==> src/rtl/controle_fechadura_if.sv <==
// Keypad-decoder to lock-controller link: password pack, strobe and keypad enable.
interface controle_fechadura_if;
  localparam int unsigned PACK_W = 80;

  logic [PACK_W-1:0] digitos_value;
  logic              digitos_valid;
  logic              teclado_en;

  // Keypad decoder side
  modport master (
    output digitos_value,
    output digitos_valid,
    input  teclado_en
  );

  // Lock controller side
  modport slave (
    input  digitos_value,
    input  digitos_valid,
    output teclado_en
  );
endinterface

==> src/rtl/controle_fechadura.sv <==
// Lock controller: validates keypad password packs against the user and master
// passwords, drives the lock, counts failures, handles lockout and reprogramming.
module controle_fechadura #(
  parameter logic [79:0] SENHA_PADRAO = 80'h4321FFFFFFFFFFFFFFFF,
  parameter int unsigned MIN_DIG      = 4,
  parameter int unsigned MAX_DIG      = 12,
  parameter int unsigned MAX_TENT     = 3,
  parameter int unsigned T_ABERTO     = 1000,
  parameter int unsigned T_ERRO       = 200,
  parameter int unsigned T_BLOQ       = 5000
) (
  input  logic                 clk,
  input  logic                 rst,
  controle_fechadura_if.slave  kbd,
  input  logic [79:0]          senha_master_i,
  output logic                 tranca_aberta_o,
  output logic                 led_erro_o,
  output logic                 bloqueado_o,
  output logic                 modo_config_o,
  output logic [2:0]           tentativas_o
);

  localparam int unsigned PACK_W  = 80;
  localparam int unsigned N_DIG   = 20;
  localparam int unsigned T_MAX_A = (T_ABERTO > T_ERRO) ? T_ABERTO : T_ERRO;
  localparam int unsigned T_MAX   = (T_MAX_A > T_BLOQ) ? T_MAX_A : T_BLOQ;
  localparam int unsigned TIMER_W = $clog2(T_MAX + 1);
  localparam int unsigned TENT_W  = 3;

  typedef enum logic [2:0] {
    OCIOSO,
    VERIFICA,
    ABERTO,
    ERRO,
    BLOQUEIO,
    CONFIG,
    CONFIG_GRAVA
  } estado_t;

  typedef struct packed {
    logic cancel;
    logic timeout;
    logic vazio;
    logic bem_formado;
  } classe_t;

  estado_t              state_q, state_d;
  logic [PACK_W-1:0]    senha_q, senha_d;
  logic [PACK_W-1:0]    pack_q, pack_d;
  logic [TIMER_W-1:0]   timer_q, timer_d;
  logic [TENT_W-1:0]    tent_q, tent_d;
  logic                 teclado_en_q, teclado_en_d;
  logic                 tranca_q, tranca_d;
  logic                 led_erro_q, led_erro_d;
  logic                 bloq_q, bloq_d;
  logic                 modo_cfg_q, modo_cfg_d;

  classe_t              entrada_c;
  classe_t              capturado_c;
  logic [TENT_W-1:0]    tent_inc_c;

  // Classifies a pack: special all-B/all-E/all-F codes and the well-formed test.
  function automatic classe_t classifica(input logic [PACK_W-1:0] p);
    classe_t    c;
    logic [4:0] n;
    logic       fim;
    logic       ok;
    logic [3:0] d;
    c       = '0;
    n       = '0;
    fim     = 1'b0;
    ok      = 1'b1;
    c.cancel  = (p == {N_DIG{4'hB}});
    c.timeout = (p == {N_DIG{4'hE}});
    c.vazio   = (p == {N_DIG{4'hF}});
    for (int i = N_DIG - 1; i >= 0; i--) begin
      d = p[i*4 +: 4];
      if (!fim && d != 4'hF) begin
        n = n + 5'd1;
        if (d > 4'd9) ok = 1'b0;
      end else begin
        fim = 1'b1;
        if (d != 4'hF) ok = 1'b0;
      end
    end
    c.bem_formado = ok && (32'(n) >= MIN_DIG) && (32'(n) <= MAX_DIG);
    return c;
  endfunction

  assign entrada_c   = classifica(kbd.digitos_value);
  assign capturado_c = classifica(pack_q);
  assign tent_inc_c  = (32'(tent_q) >= MAX_TENT) ? TENT_W'(MAX_TENT) : tent_q + 3'd1;

  // State, storage and registered outputs; synchronous reset has top priority.
  always_ff @(posedge clk) begin
    if (rst) begin
      state_q      <= OCIOSO;
      senha_q      <= SENHA_PADRAO;
      pack_q       <= '0;
      timer_q      <= '0;
      tent_q       <= '0;
      teclado_en_q <= 1'b1;
      tranca_q     <= 1'b0;
      led_erro_q   <= 1'b0;
      bloq_q       <= 1'b0;
      modo_cfg_q   <= 1'b0;
    end else begin
      state_q      <= state_d;
      senha_q      <= senha_d;
      pack_q       <= pack_d;
      timer_q      <= timer_d;
      tent_q       <= tent_d;
      teclado_en_q <= teclado_en_d;
      tranca_q     <= tranca_d;
      led_erro_q   <= led_erro_d;
      bloq_q       <= bloq_d;
      modo_cfg_q   <= modo_cfg_d;
    end
  end

  // Next-state, timer, failure counter and output decode from the next state.
  always_comb begin
    state_d = state_q;
    senha_d = senha_q;
    pack_d  = pack_q;
    timer_d = timer_q;
    tent_d  = tent_q;

    case (state_q)
      OCIOSO: begin
        if (kbd.digitos_valid &&
            !(entrada_c.cancel || entrada_c.timeout || entrada_c.vazio)) begin
          pack_d  = kbd.digitos_value;
          state_d = VERIFICA;
        end
      end
      VERIFICA: begin
        if (capturado_c.bem_formado && pack_q == senha_master_i) begin
          tent_d  = '0;
          state_d = CONFIG;
        end else if (capturado_c.bem_formado && pack_q == senha_q) begin
          tent_d  = '0;
          timer_d = TIMER_W'(T_ABERTO);
          state_d = ABERTO;
        end else begin
          tent_d = tent_inc_c;
          if (32'(tent_inc_c) == MAX_TENT) begin
            timer_d = TIMER_W'(T_BLOQ);
            state_d = BLOQUEIO;
          end else begin
            timer_d = TIMER_W'(T_ERRO);
            state_d = ERRO;
          end
        end
      end
      ABERTO, ERRO: begin
        if (timer_q <= TIMER_W'(1)) begin
          timer_d = '0;
          state_d = OCIOSO;
        end else begin
          timer_d = timer_q - TIMER_W'(1);
        end
      end
      BLOQUEIO: begin
        if (timer_q <= TIMER_W'(1)) begin
          timer_d = '0;
          tent_d  = '0;
          state_d = OCIOSO;
        end else begin
          timer_d = timer_q - TIMER_W'(1);
        end
      end
      CONFIG: begin
        if (kbd.digitos_valid) begin
          if (entrada_c.cancel || entrada_c.timeout) begin
            state_d = OCIOSO;
          end else if (entrada_c.vazio) begin
            state_d = CONFIG;
          end else if (entrada_c.bem_formado) begin
            pack_d  = kbd.digitos_value;
            state_d = CONFIG_GRAVA;
          end else begin
            timer_d = TIMER_W'(T_ERRO);
            state_d = ERRO;
          end
        end
      end
      CONFIG_GRAVA: begin
        senha_d = pack_q;
        state_d = OCIOSO;
      end
      default: state_d = OCIOSO;
    endcase

    teclado_en_d = !(state_d == ABERTO || state_d == ERRO || state_d == BLOQUEIO);
    tranca_d     = (state_d == ABERTO);
    led_erro_d   = (state_d == ERRO || state_d == BLOQUEIO);
    bloq_d       = (state_d == BLOQUEIO);
    modo_cfg_d   = (state_d == CONFIG);
  end

  assign kbd.teclado_en  = teclado_en_q;
  assign tranca_aberta_o = tranca_q;
  assign led_erro_o      = led_erro_q;
  assign bloqueado_o     = bloq_q;
  assign modo_config_o   = modo_cfg_q;
  assign tentativas_o    = tent_q;

endmodule
==> src/flat_wrapper.sv <==
// flat-port wrapper written by rule: the top's interface ports become plain ports
module controle_fechadura_flat 
#(
  parameter logic [79:0] SENHA_PADRAO = 80'h4321FFFFFFFFFFFFFFFF,
  parameter int unsigned MIN_DIG      = 4,
  parameter int unsigned MAX_DIG      = 12,
  parameter int unsigned MAX_TENT     = 3,
  parameter int unsigned T_ABERTO     = 1000,
  parameter int unsigned T_ERRO       = 200,
  parameter int unsigned T_BLOQ       = 5000
)
  (clk, rst, senha_master_i, tranca_aberta_o, led_erro_o, bloqueado_o, modo_config_o, tentativas_o, kbd_digitos_value, kbd_digitos_valid, kbd_teclado_en);
  controle_fechadura_if kbd_i ();
  input  logic clk;
  input  logic rst;
  input  logic [79:0] senha_master_i;
  output logic tranca_aberta_o;
  output logic led_erro_o;
  output logic bloqueado_o;
  output logic modo_config_o;
  output logic [2:0] tentativas_o;
  input wire logic [$bits(kbd_i.digitos_value)-1:0] kbd_digitos_value;
  input wire logic [$bits(kbd_i.digitos_valid)-1:0] kbd_digitos_valid;
  output wire logic [$bits(kbd_i.teclado_en)-1:0] kbd_teclado_en;
  assign kbd_i.digitos_value = kbd_digitos_value;
  assign kbd_i.digitos_valid = kbd_digitos_valid;
  assign kbd_teclado_en = kbd_i.teclado_en;
  controle_fechadura #(.SENHA_PADRAO(SENHA_PADRAO), .MIN_DIG(MIN_DIG), .MAX_DIG(MAX_DIG), .MAX_TENT(MAX_TENT), .T_ABERTO(T_ABERTO), .T_ERRO(T_ERRO), .T_BLOQ(T_BLOQ)) u_core (.clk(clk), .rst(rst), .kbd(kbd_i), .senha_master_i(senha_master_i), .tranca_aberta_o(tranca_aberta_o), .led_erro_o(led_erro_o), .bloqueado_o(bloqueado_o), .modo_config_o(modo_config_o), .tentativas_o(tentativas_o));
endmodule
==> config.mk <==
export PLATFORM = sky130hd
export DESIGN_NAME = controle_fechadura_flat
export DESIGN_NICKNAME = d
export VERILOG_FILES = /design/src/rtl/controle_fechadura_if.sv /design/src/rtl/controle_fechadura.sv /design/src/flat_wrapper.sv
export SDC_FILE = /design/constraint.sdc
export NUM_CORES = 1
export LEC_CHECK = 0
export CAP_MARGIN = 20
export CORE_AREA = 2 2 137 206
export DETAILED_ROUTE_END_ITERATION = 8
export DIE_AREA = 0 0 139 208
export DONT_BUFFER_PORTS = 1
export HOLD_SLACK_MARGIN = 0.15
export MAX_ROUTING_LAYER = met4
export PLACE_DENSITY = 0.7
export SLEW_MARGIN = 20
export SYNTH_ARGS = -nofsm -noshare
export SYNTH_HDL_FRONTEND = slang
export SYNTH_SLANG_ARGS = --single-unit
==> constraint.sdc <==
create_clock -name clk -period 27.5 [get_ports clk]
set_input_delay 6.875 -clock clk [delete_from_list [all_inputs] [get_ports clk]]
set_output_delay 6.875 -clock clk [all_outputs]
set_load 0.005 [all_outputs]
Yosys cells after proc, flatten, opt, wreduce, memory -nomap -nowiden
Cells that the tools add are included.
- input bits: 163
- word-level logic and storage cells: 482
- output and inout port bits: 8
- bits in registers: 184
- reduce and logical (&&, ||, !) cells: 96
- eq/ne operators: 64
- $add $sub $neg: 40
- multiplexer cells: 226
- order comparisons: 46
- operators by type and width (cell ; number):
    $mux 80 ; 5
    $eq 80x80->1 const B ; 3
    $mux 5 ; 38
    $add 5x1->5 const B ; 37
    $eq 80x80->1 ; 2
    $gt 4x4->1 const B ; 40
    $ne 4x4->1 const B ; 40
    $pmux 80 s2 ; 1
    $mux 1 ; 158
    $mux 13 ; 8
    $logic_and 1x1->1 ; 45
    $mux 3 ; 13
    $pmux 13 s3 ; 1
    $logic_not 1->1 ; 38
    $eq 3x2->1 const B ; 5
    $eq 3x3->1 const B ; 5
    $le 13x1->1 const B ; 1
    $sub 13x1->13 const B ; 1
    $pmux 3 s4 ; 1
    $reduce_and 6->1 ; 2
    $ge 5x3->1 const B ; 2
    $le 5x4->1 const B ; 2
    $ne 2x2->1 const B ; 5
    $ne 2x1->1 const B ; 3
    other kinds (11) ; 16

Depth between registers and ports, before layout
- word-level depth: 69
- depth in mapped cells: 67
- depth with buffers taken out: 64

Least setup slack after synthesis
No wires, ideal clock.
- path kind: input port to flip-flop
- start point: in kbd_digitos_value[71]
- end point: reg u_core.led_erro_q, in the netlist u_core.led_erro_o
- buffers on the path: 2
- arrival: 18218 ps
- stages: 61
- required time: 27386 ps
- library setup time: 114 ps
- setup slack: 9168 ps
- path through: and4_1 > clkbuf_1 > a21oi_1 > ha_1 > nor3_1 > nor2_1 > ha_1 > nand2_1 > a31o_2 > inv_1 > ha_1 > nand2_1 > o21ai_0 > ha_1 > mux2i_1 > a21oi_1 > ha_1 > nand2_1 > [25 not listed] > a21oi_1 > o21ai_0 > ha_1 > nand4_1 > a221oi_1 > ha_1 > mux2_2 > ha_1 > and3_1 > clkbuf_1 > maj3_1 > o211a_1 > or3_4 > a41oi_1 > o22ai_1 > nor3b_4 > nor4b_4 > a21o_1
- longest elaborated chain between the ends: 64
- elaborated cells between the ends (all ways): 163
- those cells by class: add/sub (17); order compare (3); eq/ne (6); mux (95); reduce/logical (42)
- ends and longest elaborated chain (what ; RTL line ; source):
    start, declared ; flat_wrapper.sv:22 ; input wire logic [$bits(kbd_i.digitos_value)-1:0] kbd_digitos_value;
    branches (longest 61 deep; another with $add 5x1->5) ; -- ;
    $pmux 3 s4 (*) ; controle_fechadura.sv:129 ; case (state_q)
    $eq 3x2->1 / $eq 3x3->1 (equally long branches) ; controle_fechadura.sv:197 ; led_erro_d = (state_d == ERRO || state_d == BLOQUEIO);
    $logic_or 1x1->1 (*) ; controle_fechadura.sv:197 ;
    end signal, assigned ; controle_fechadura.sv:115 ; led_erro_q <= led_erro_d;
    end, declared ; controle_fechadura.sv:54 ; logic led_erro_q, led_erro_d;
Every way passes the cells marked *.
A chain may end at the register's enable or synchronous reset.

Worst setup path in the final report
- start point: in kbd_digitos_value[75]
- end point: reg u_core.pack_q[37]
- longest elaborated chain between the ends: 62
- elaborated cells between the ends (all ways): 167
- those cells by class: add/sub (18); order compare (3); eq/ne (8); mux (94); reduce/logical (44)
- ends and longest elaborated chain (what ; RTL line ; source):
    branches (longest 61 deep; another with $add 5x1->5) ; -- ;
    $reduce_and 6->1 (no source line) (*) ; -- ;
    end signal, assigned ; controle_fechadura.sv:110 ; pack_q <= pack_d;
    end, declared ; controle_fechadura.sv:49 ; logic [PACK_W-1:0] pack_q, pack_d;
Marks and branches as above.

==> impl_results.rst <==
.. list-table::
   :header-rows: 1

   * - Metric
     - Value
   * - Worst-skew pair later-pin latency
     - 0.45 ns
   * - Number of violations of the max-capacitance limit
     - 0
   * - Routed vias
     - 14.6k
   * - Number of clock sinks
     - 184
   * - Worst stage delay on the critical path
     - around 0.91 ns
   * - Cell area after technology mapping
     - 14,700 sq um
   * - Main synth FF type
     - sky130_fd_sc_hd__dfxtp_1
   * - Maximum fanout along the worst path
     - between 60 and 70
   * - Gr usage total
     - 39.4%
   * - CTS tree
     - yes
   * - Clock buffers created by TritonCTS
     - 17
   * - Syn-to-layout area delta
     - 4.10%
   * - Distinct cell type count after synthesis
     - 88
   * - Master of the slowest instance on the critical path
     - sky130_fd_sc_hd__buf_4
   * - Number of global-route vias before repair
     - 14.0k
   * - Final number of max-transition violations
     - 0
   * - Number of buffers inserted by port buffering
     - 0
   * - Setup-failing EPs final
     - 0
   * - Arrival time reported for the critical path endpoint
     - 20.85 ns
   * - Count of flip-flops with a built-in enable after synthesis
     - 0
   * - Count of H-tree levels built during CTS
     - 4
   * - Leading cell type by number of instances after synthesis
     - sky130_fd_sc_hd__nand2_1
   * - Setup repair after global routing missed its margin
     - no
   * - Result of the run
     - completed
   * - Quantity of hold-fixing buffers added after cts
     - 0
   * - Syn_area_per_cell
     - approximately 7.7 sq um
   * - Static leakage power
     - around 0.0065 uW
   * - Fraction of final layout cells sized beyond drive strength 1
     - about 4.3%
   * - Worst R2R Setup Slack
     - between 10 and 15 ns
   * - Total negative setup slack
     - 0 ns
   * - Worst clock skew
     - 0.0100 ns
   * - Clock-pin slew of the registers on the worst-case setup and hold paths
     - roughly 0.070 ns
   * - Core ar.
     - 27,000 sq um
   * - First-pass GRT wire length
     - 84,200 microns
   * - Final std cell area, no fill
     - 15,300 sq um
   * - Overflow left after global routing
     - 0
   * - Number of placed I/O pins
     - 171
   * - Async set or reset register ratio after synthesis
     - 0%
   * - Initial Utilization
     - 54.5%
   * - Sort of element at the start of the critical path
     - input pin
   * - CP endpoint kind
     - register
   * - Final Wtd Congestion
     - between 1 and 1.5
   * - Count of state elements after synthesis
     - 184
   * - Pin count of the biggest net entering global routing
     - ~180
   * - Classification of the worst setup path
     - input pin to register
   * - Detailed Place HPWL
     - 44,200 microns
   * - Total wire length after detailed routing
     - 56,700 microns
   * - Die outline width
     - 139 microns
   * - Tightest Hold Check Type
     - register to register
   * - Maximum clock insertion buffer count
     - 2
   * - Most common library cells after synthesis
     - sky130_fd_sc_hd__nand2_1 (265), sky130_fd_sc_hd__dfxtp_1 (184), sky130_fd_sc_hd__nor2_1 (172)
   * - Number of warnings printed during yosys synthesis
     - 0
   * - Final Hold Vio Count
     - 0
   * - Post-placement cell area
     - 14,700 sq um
   * - Timing-limited maximum frequency
     - 0.0487 GHz
   * - Post-detailed-route via-to-cell ratio
     - 6.71
   * - Cell types occupying the most area after synthesis
     - sky130_fd_sc_hd__dfxtp_1 (25%), sky130_fd_sc_hd__nand2_1 (6.7%), sky130_fd_sc_hd__xor2_1 (6.5%)
   * - Final nets
     - 2,017
   * - Vertical die dimension
     - 208 microns
   * - Final cycle utilization of the critical path
     - between 70 and 80%
   * - VDD IR-drop max
     - 53.9 uV
   * - Tmin final
     - around 20 ns
   * - Final Total Pwr
     - ~1300 uW
   * - Net count after synthesis
     - around 2.1k
   * - Number of iterations in the first detailed-routing pass
     - 8
   * - Avg WL per Cell
     - 26.1 microns
   * - Power Dens Cells
     - 83.5 nW/um^2
   * - Buffer count from post-CTS setup fixing
     - 0
   * - Number of DRC violations after detailed routing
     - 0
   * - Core Rows
     - 74
   * - Number of antenna violations at the first check in global routing
     - 0
   * - Area leader, netlist
     - sky130_fd_sc_hd__dfxtp_1
   * - Fill cell count
     - 2,609
   * - Cells on Worst Hold Path
     - 2
   * - Critical Path Most Common Cell
     - sky130_fd_sc_hd__ha_1
   * - Yosys top cell area share
     - 25.0%
   * - Headroom to the max-slew limit
     - 23.9%
   * - Actual slew at the worst max-slew pin
     - 1.13 ns
   * - R2R cell count
     - 63
   * - Antenna viol nets, final
     - 0
   * - Crit path required time
     - roughly 28 ns
   * - Clock Root Buffer
     - sky130_fd_sc_hd__clkbuf_16
   * - Number of instances in the synthesized netlist
     - 1,904
   * - Die outline area
     - 28,900 sq um
   * - Antenna diodes
     - 0
   * - Portion of the post-synthesis area used by sequential elements
     - 25.0%
   * - Drt first-iter violations
     - 1,401
   * - Count of cells resized by post-cts repair
     - 0
## path summary, 6_finish.rpt
| check | start | end |
|---|---|---|
| worst max-delay path | kbd_digitos_value[75] | u_core.pack_q[37] |
| worst min-delay path | u_core.senha_q[66] | u_core.senha_q[66] |
| worst max register to register | u_core.pack_q[79] | u_core.tranca_aberta_o |
| worst min register to register | u_core.senha_q[66] | u_core.senha_q[66] |
## kinds of logic (layout without fill, tap and decap cells)
kind of cell	after synthesis	after routing	synth area share, %
AOI/OAI and AO/OA	330	330	14.4
xor gates and xnor gates	217	217	14.1
adders and majority gates	43	43	3.57
buffers and inverters	150	75	4.45
DFF	184	184	25.0
muxes	104	104	7.16
and+or+nand+nor	876	876	31.4
## critical path: cells and delay by family
family,cells,cell delay [ns]
muxes,6,1.49
AOI/OAI and AO/OA,16,3.60
adders and majority gates,18,5.47
buffers and inverters,5,1.22
and+or+nand+nor,16,2.09
## power by group
| part | leakage, uW | switching, uW | internal, uW |
|---|---|---|---|
| sequential | 0.00150 | 80.2 | 303 |
| combinational | 0.00466 | 358 | 280 |
| clock | 0.000297 | 112 | 149 |
| total | 0.00646 | 550 | 732 |
## per-layer routing
metal | part of all wire [%] | track usage, %
met4 | 8.8 | 29.3
met3 | 7.6 | 8.81
met5 | 0 | -
met1 | 34 | 39.3
met2 | 50 | 67.1
## registers in the layout (all words and copies together), names as in the netlist
register / count
u_core.tentativas_o: 3
u_core.timer_q: 13
u_core.bloqueado_o: 1
u_core.tranca_aberta_o: 1
u_core.modo_config_o: 1
u_core.pack_q: 80
u_core.led_erro_o: 1
u_core.senha_q: 80
u_core.state_q: 3
u_core.kbd.teclado_en: 1
## cell type report
| type | count | area [sq um] | share of cell area (%) |
|---|---|---|---|
| clock inverters | 13 | 169 | 1.10 |
| inverters | 35 | 131 | 0.856 |
| repair buffers | 8 | 60.1 | 0.391 |
| multi-input cells | 1570 | 10400 | 67.9 |
| flip-flops and latches | 184 | 3680 | 24.0 |
| well taps | 342 | 428 | 2.79 |
| clock buffers | 19 | 453 | 2.95 |
## placed cells by master, fill, tap and decap left out, drive strengths merged, types with 51 or more instances in the layout
| master | n |
|---|---|
| nand4 | 95 |
| nor4 | 51 |
| nand3b | 69 |
| dfxtp | 184 |
| mux2i | 93 |
| xnor2 | 95 |
| xor2 | 110 |
| a21oi | 101 |
| o21ai | 85 |
| nand2 | 266 |
| nor2 | 173 |
## through the flow
step                utilization, %  instances  hold slack [ns]  setup slack [ns]
global route                  56.8       2171            0.484              6.08
detailed placement            54.5       2139            0.454              6.85
global placement              54.5       2139            0.448              7.17
CTS                           56.8       2171            0.464              7.28
finish                        56.8       2171            0.469              6.97
floorplan                        -       1904            0.448              9.17
Note: power is estimated with default switching activity, not from simulation.
